### config.mk
export PLATFORM = sky130hd
export DESIGN_NAME = mem_write_arbiter
export DESIGN_NICKNAME = d
export VERILOG_FILES = /design/src/rtl/mem_write_arbiter.sv
export SDC_FILE = /design/constraint.sdc
export NUM_CORES = 1
export LEC_CHECK = 0
export ABC_AREA = 1
export CAP_MARGIN = 20
export CORE_AREA = 2 2 582 584
export CTS_BUF_LIST = sky130_fd_sc_hd__clkbuf_8
export DETAILED_ROUTE_END_ITERATION = 8
export DIE_AREA = 0 0 584 586
export GPL_TIMING_DRIVEN = 0
export SLEW_MARGIN = 10
export SYNTH_ARGS = -nofsm -noshare
export SYNTH_HDL_FRONTEND = slang
export SYNTH_SLANG_ARGS = --single-unit
### constraint.sdc
create_clock -name clk -period 4.1 [get_ports clk]
set_input_delay 1.23 -clock clk [delete_from_list [all_inputs] [get_ports clk]]
set_output_delay 1.23 -clock clk [all_outputs]
set_load 0.005 [all_outputs]
### src/rtl/mem_write_arbiter.sv
// mem_write_arbiter: round-robin owner of the single memory write port, shared by NUM_CLIENTS writers.
// Latency: one cycle from request to grant; line data, control and per-line ack pass through combinationally.
// Backpressure: the granted client stalls on mem_ack; losing clients hold their request until they are served.
//
// Ports:
//   clk, rst_n          - clock, asynchronous active-low reset
//   cl_mem_*, cl_last   - per-client write request bundles (request, addr, size, line, last-valid, last)
//   cl_mem_ack          - per-client line acknowledge, only ever asserted for the granted client
//   mem_*, last         - memory-side write port, a mux of the granted client's bundle
//   mem_ack             - memory accepted the current line
//   grant_id, busy      - index of the granted client and "transaction in progress"
module mem_write_arbiter #(
    parameter int NUM_CLIENTS       = 4,
    parameter int WORD_WIDTH        = 8,
    parameter int NUM_WORDS_IN_LINE = 32,
    parameter int ADDR_WIDTH        = 19,
    localparam int LV_W   = $clog2(NUM_WORDS_IN_LINE),
    localparam int LINE_W = NUM_WORDS_IN_LINE * WORD_WIDTH,
    localparam int ID_W   = $clog2(NUM_CLIENTS)
) (
    input  logic                                   clk,
    input  logic                                   rst_n,
    input  logic [NUM_CLIENTS-1:0]                 cl_mem_req,
    input  logic [NUM_CLIENTS-1:0][ADDR_WIDTH-1:0] cl_mem_start_addr,
    input  logic [NUM_CLIENTS-1:0][ADDR_WIDTH-1:0] cl_mem_size_bytes,
    input  logic [NUM_CLIENTS-1:0][LINE_W-1:0]     cl_mem_data,
    input  logic [NUM_CLIENTS-1:0][LV_W-1:0]       cl_mem_last_valid,
    input  logic [NUM_CLIENTS-1:0]                 cl_last,
    output logic [NUM_CLIENTS-1:0]                 cl_mem_ack,
    output logic                                   mem_req,
    output logic [ADDR_WIDTH-1:0]                  mem_start_addr,
    output logic [ADDR_WIDTH-1:0]                  mem_size_bytes,
    output logic [LINE_W-1:0]                      mem_data,
    output logic [LV_W-1:0]                        mem_last_valid,
    output logic                                   last,
    input  logic                                   mem_ack,
    output logic [ID_W-1:0]                        grant_id,
    output logic                                   busy
);

    typedef enum logic {
        ST_IDLE  = 1'b0,
        ST_GRANT = 1'b1
    } state_e;

    state_e            state_q, state_d;
    logic [ID_W-1:0]   rr_ptr_q, rr_ptr_d;
    logic [ID_W-1:0]   grant_id_q, grant_id_d;

    logic              pick_vld;
    logic [ID_W-1:0]   pick_id;
    logic [ID_W-1:0]   next_ptr;
    logic              release_w;

    // Pick the first requester at or after rr_ptr. Walking offsets from the
    // far end down to zero lets the smallest offset overwrite the others.
    always_comb begin
        int sum;
        sum      = 0;
        pick_vld = 1'b0;
        pick_id  = '0;
        for (int off = NUM_CLIENTS - 1; off >= 0; off--) begin
            sum = int'(rr_ptr_q) + off;
            if (sum >= NUM_CLIENTS) begin
                sum = sum - NUM_CLIENTS;
            end
            if (cl_mem_req[ID_W'(sum)]) begin
                pick_vld = 1'b1;
                pick_id  = ID_W'(sum);
            end
        end
    end

    // The client just served drops to lowest priority.
    assign next_ptr = (grant_id_q == ID_W'(NUM_CLIENTS - 1)) ? '0 : grant_id_q + 1'b1;

    // A transaction ends on the ack of its last line, or when the owner abandons its request.
    assign release_w = !cl_mem_req[grant_id_q] || (mem_ack && cl_last[grant_id_q]);

    // State register
    always_ff @(posedge clk or negedge rst_n) begin
        if (!rst_n) begin
            state_q    <= ST_IDLE;
            rr_ptr_q   <= '0;
            grant_id_q <= '0;
        end else begin
            state_q    <= state_d;
            rr_ptr_q   <= rr_ptr_d;
            grant_id_q <= grant_id_d;
        end
    end

    // Next-state logic
    always_comb begin
        state_d    = state_q;
        rr_ptr_d   = rr_ptr_q;
        grant_id_d = grant_id_q;
        unique case (state_q)
            ST_IDLE: begin
                if (pick_vld) begin
                    state_d    = ST_GRANT;
                    grant_id_d = pick_id;
                end
            end
            ST_GRANT: begin
                if (release_w) begin
                    state_d  = ST_IDLE;
                    rr_ptr_d = next_ptr;
                end
            end
            default: state_d = ST_IDLE;
        endcase
    end

    // Output logic: everything is zero outside a grant, so an asynchronous
    // reset silences the memory port immediately.
    always_comb begin
        cl_mem_ack     = '0;
        mem_req        = 1'b0;
        mem_start_addr = '0;
        mem_size_bytes = '0;
        mem_data       = '0;
        mem_last_valid = '0;
        last           = 1'b0;
        busy           = 1'b0;
        if (state_q == ST_GRANT) begin
            busy           = 1'b1;
            mem_req        = cl_mem_req[grant_id_q];
            mem_start_addr = cl_mem_start_addr[grant_id_q];
            mem_size_bytes = cl_mem_size_bytes[grant_id_q];
            mem_data       = cl_mem_data[grant_id_q];
            mem_last_valid = cl_mem_last_valid[grant_id_q];
            last           = cl_last[grant_id_q];
            // An ack arriving while the owner is abandoning does not belong to any line.
            cl_mem_ack[grant_id_q] = mem_ack && cl_mem_req[grant_id_q];
        end
    end

    assign grant_id = grant_id_q;

endmodule

==> results_dict.tcl, run 1 <==
set metrics [dict create \
    drc 0 \
    wl_met3_mm 35.0 \
    crit_fanout 2 \
    critPathCaptureType "output pin" \
    clock_skew_ps 3.11 \
    clock_sinks 5 \
    power_frac_clock_pct 0.4 \
    maxSlewHeadroom_pct 35.7 \
    post-dp-hpwl_mm 280 \
    design_area_mm2 0.0340 \
    cp-start-kind "input port" \
    routed_wl_mm 300 \
    p_sw_share_pct 66.9 \
    path_cells "clkdlybuf4s50_1 -> nor2_1 -> nor2_1 -> o21ai_1 -> a21oi_1 -> dlygate4sd2_1" \
    path_class "input port to output pin" \
    p_sw_mw 15.6 \
    ys_ff_latch 5 \
    h-tree-depth 1 \
    viasPerCell 3.03 \
    tritoncts "built" \
    grt_pass1_wl_mm 345 \
    gp_congestion 0.917 \
    routed-wl-met2_mm 134 \
    worst_slew_pin_slew_ps 965 \
    die_w_um 584 \
    power.leakage_nw 12.0 \
    fin_crit_ps 4160 \
    area_growth_pct 216 \
    hold_viol_final 0 \
    grt_pass1_vias 23800 \
    dp_cells 8432 \
    fp.dieArea_mm2 0.342 \
    outcome "complete, but fails checks" \
    max_cap_violations 0 \
    cpMostUsedCell "nor2_1" \
    hp-class "flop to flop" \
    min_period_over_period_pct 101 \
    setup_ws_ps -60.3 \
    pin_count 1515 \
    comb_power_share_pct 99.1 \
    start_util_pct 3.20 \
    seqCellArea_um2 126 \
    ir_drop_mv 0.307 \
    routedLengthMet1_mm 113 \
    final_net_count 5243 \
    p_seq_share_pct 0.5 \
    final_core_util_pct 10.1 \
    cts.clk_slew.worst_paths_ps 40 \
    multi_input_area_mm2 0.0104 \
    io_buffers 1514 \
    setup_viol 8 \
    vias 26000 \
    grt_antenna_before_repair 327 \
    place_area_mm2 0.0325 \
    die_height_um 586 \
    critPathArrivalTime_ps 2930 \
    antenna_left 0 \
    highest_layer "met5" \
    required_ps 2870 \
    whs_ps 611 \
    synth_warnings 0 \
    clock.fmax_mhz 240 \
    crit_path_top_delay_cell "dlygate4sd2_1" \
    insertion_delay_ps 220 \
    wl_per_cell_um 35.0 \
    drive_gt1_share_pct 12.6 \
    yosysSeqAreaShare_pct 1.16 \
    fillCellCount 39500 \
    violations "setup timing" \
    max_stage_delay_ps 510 \
    grt_max_degree 12 \
    cts_made_buffers 3 \
    cellPowerDensity_mw_per_mm2 688 \
    fp-row-count 213 \
    synth_area_mm2 0.0108 \
    ys_types 18 \
    syn_inst 2429 \
    core_area_mm2 0.336 \
    ctsLongestPathBuffers 2 \
    p_int_mw 7.75 \
    synth_area_per_cell_um2 4.43 \
    overflow 0 \
    final-instance-count-excl-fill 8586 \
    report.final.slew_viol_count 0 \
    syn_nets 3640 \
    first_iter_violations 2100 \
    drt_pass1_iterations 5 \
    clockRootBuffer "clkbuf_8" \
    ctsHoldBuffers 0 \
    grt_util_all_layers_pct 16.6 \
]
worst max-delay path, delay by kind of cell:
kind | cells | cell delay, ps
AND/OR/NAND/NOR | 2 | 400
buffers and inverters | 2 | 980
AO/OA/AOI/OAI | 2 | 300
placed cells by master, fill, tap and decap left out, drive strengths merged:
cell type and count:
dlygate4sd2 124, buf 239, and2 2, clkinv 1, ha 4, a21oi 300
dlymetal6s2s 37, dfrtp 5, clkinvlp 1, o21ai 602, inv 14, diode 148
clkdlybuf4s50 1320, nand2 49, nand3 10, clkbuf 90, clkdlybuf4s18 1, nor2 1207
clkdlybuf4s15 24, o31ai 1
stage by stage:
stage / setup WS, ps / TNS, ps / total power, mW
after floorplan: 1010 / 0 / 7.06
after global placement: -3040 / -320240 / 22.3
after detailed placement: -1560 / -221420 / 23.2
after CTS: 0.655 / 0 / 23.8
after global routing: -3.64 / -5.46 / 24.6
final: -60.3 / -228 / 23.4
worst paths after layout:
path	from	end	slack, ps	cells after the start
max in group asynchronous	rst_n	grant_id[0]	2640	1
min reg2reg	rr_ptr_q[0]	rr_ptr_q[0]	610	3
min in group asynchronous	rst_n	rr_ptr_q[0]	1240	1
max	cl_mem_data[578]	mem_data[66]	-60	6
min	rr_ptr_q[0]	rr_ptr_q[0]	610	3
max reg2reg	grant_id[0]	rr_ptr_q[1]	1880	7
cell families (layout without fill, tap and decap cells):
logic type	count (synthesis)	in the layout	share of synthesized area, %
buffers and inverters	249	1851	11.9
and+or+nand+nor	1268	1268	44.4
other	0	148	0
DFF	5	5	1.16
AOI/OAI and AO/OA	903	903	42.1
adders and majority gates	4	4	0.465
flip-flops by register name, indices dropped and copies added, names as in the netlist:
name / count
rr_ptr_q: 2
grant_id: 2
state_q: 1
cell type report:
type / count / area share (%)
clock buffers: 3 / 0.121
repair buffers: 1599 / 47.1
inverters: 15 / 0.199
well taps: 4407 / 16.2
clock inverters: 1 / 0.0110
diodes: 148 / 1.09
plain buffers: 233 / 4.41
multi-input cells: 2175 / 30.5
flip-flops and latches: 5 / 0.372
synthesized netlist by cell type:
library cell  count  area share, %
a21oi_1         300             14
and2_1            2           0.12
buf_1            23           0.80
buf_2            62            2.9
buf_4            67            4.7
buf_6             2           0.21
clkbuf_1         80            2.8
clkinv_1          1          0.035
dfrtp_1           5            1.2
ha_1              4           0.47
inv_1            12           0.42
inv_2             2          0.070
nand2_1          49            1.7
nand3_1          10           0.47
nor2_1         1207             42
o21ai_0         511             24
o21ai_1          91            4.2
o31ai_1           1          0.070
timing repair:
item | in CTS | in global routing
buffers inserted | 3 | 0
gates resized for setup | 574 | 103
pin swaps | 18 | 15
setup endpoints to repair | 305 | 88
power by group through the flow:
| stage | logic, mW | clock network [mW] | registers [mW] |
|---|---|---|---|
| finish | 23.2 | 0.0877 | 0.118 |
| detailed placement | 23.1 | 0 | 0.108 |
| floorplan | 6.97 | 0 | 0.0989 |
| CTS | 23.6 | 0.0887 | 0.117 |
| global route | 24.4 | 0.0897 | 0.121 |
| global placement | 22.1 | 0 | 0.107 |
metal layers:
layer	track usage (%)	vias to the layer above
met5	0.434	-
met4	7.52	190
met3	8.14	668
met2	26.7	1921
met1	18.3	11900
li1	-	11400
Power figures use the tool's default switching activity.
==> run 2: changes to the inputs <==
--- a/config.mk
+++ b/config.mk
@@ -9,6 +9,7 @@
 export CAP_MARGIN = 20
 export CORE_AREA = 2 2 582 584
 export CTS_BUF_LIST = sky130_fd_sc_hd__clkbuf_8
+export CTS_CLUSTER_SIZE = 10
 export DETAILED_ROUTE_END_ITERATION = 8
 export DIE_AREA = 0 0 584 586
 export GPL_TIMING_DRIVEN = 0
==> results of run 2 <==
Final layout, timing and power as in run 1 (identical DEF).
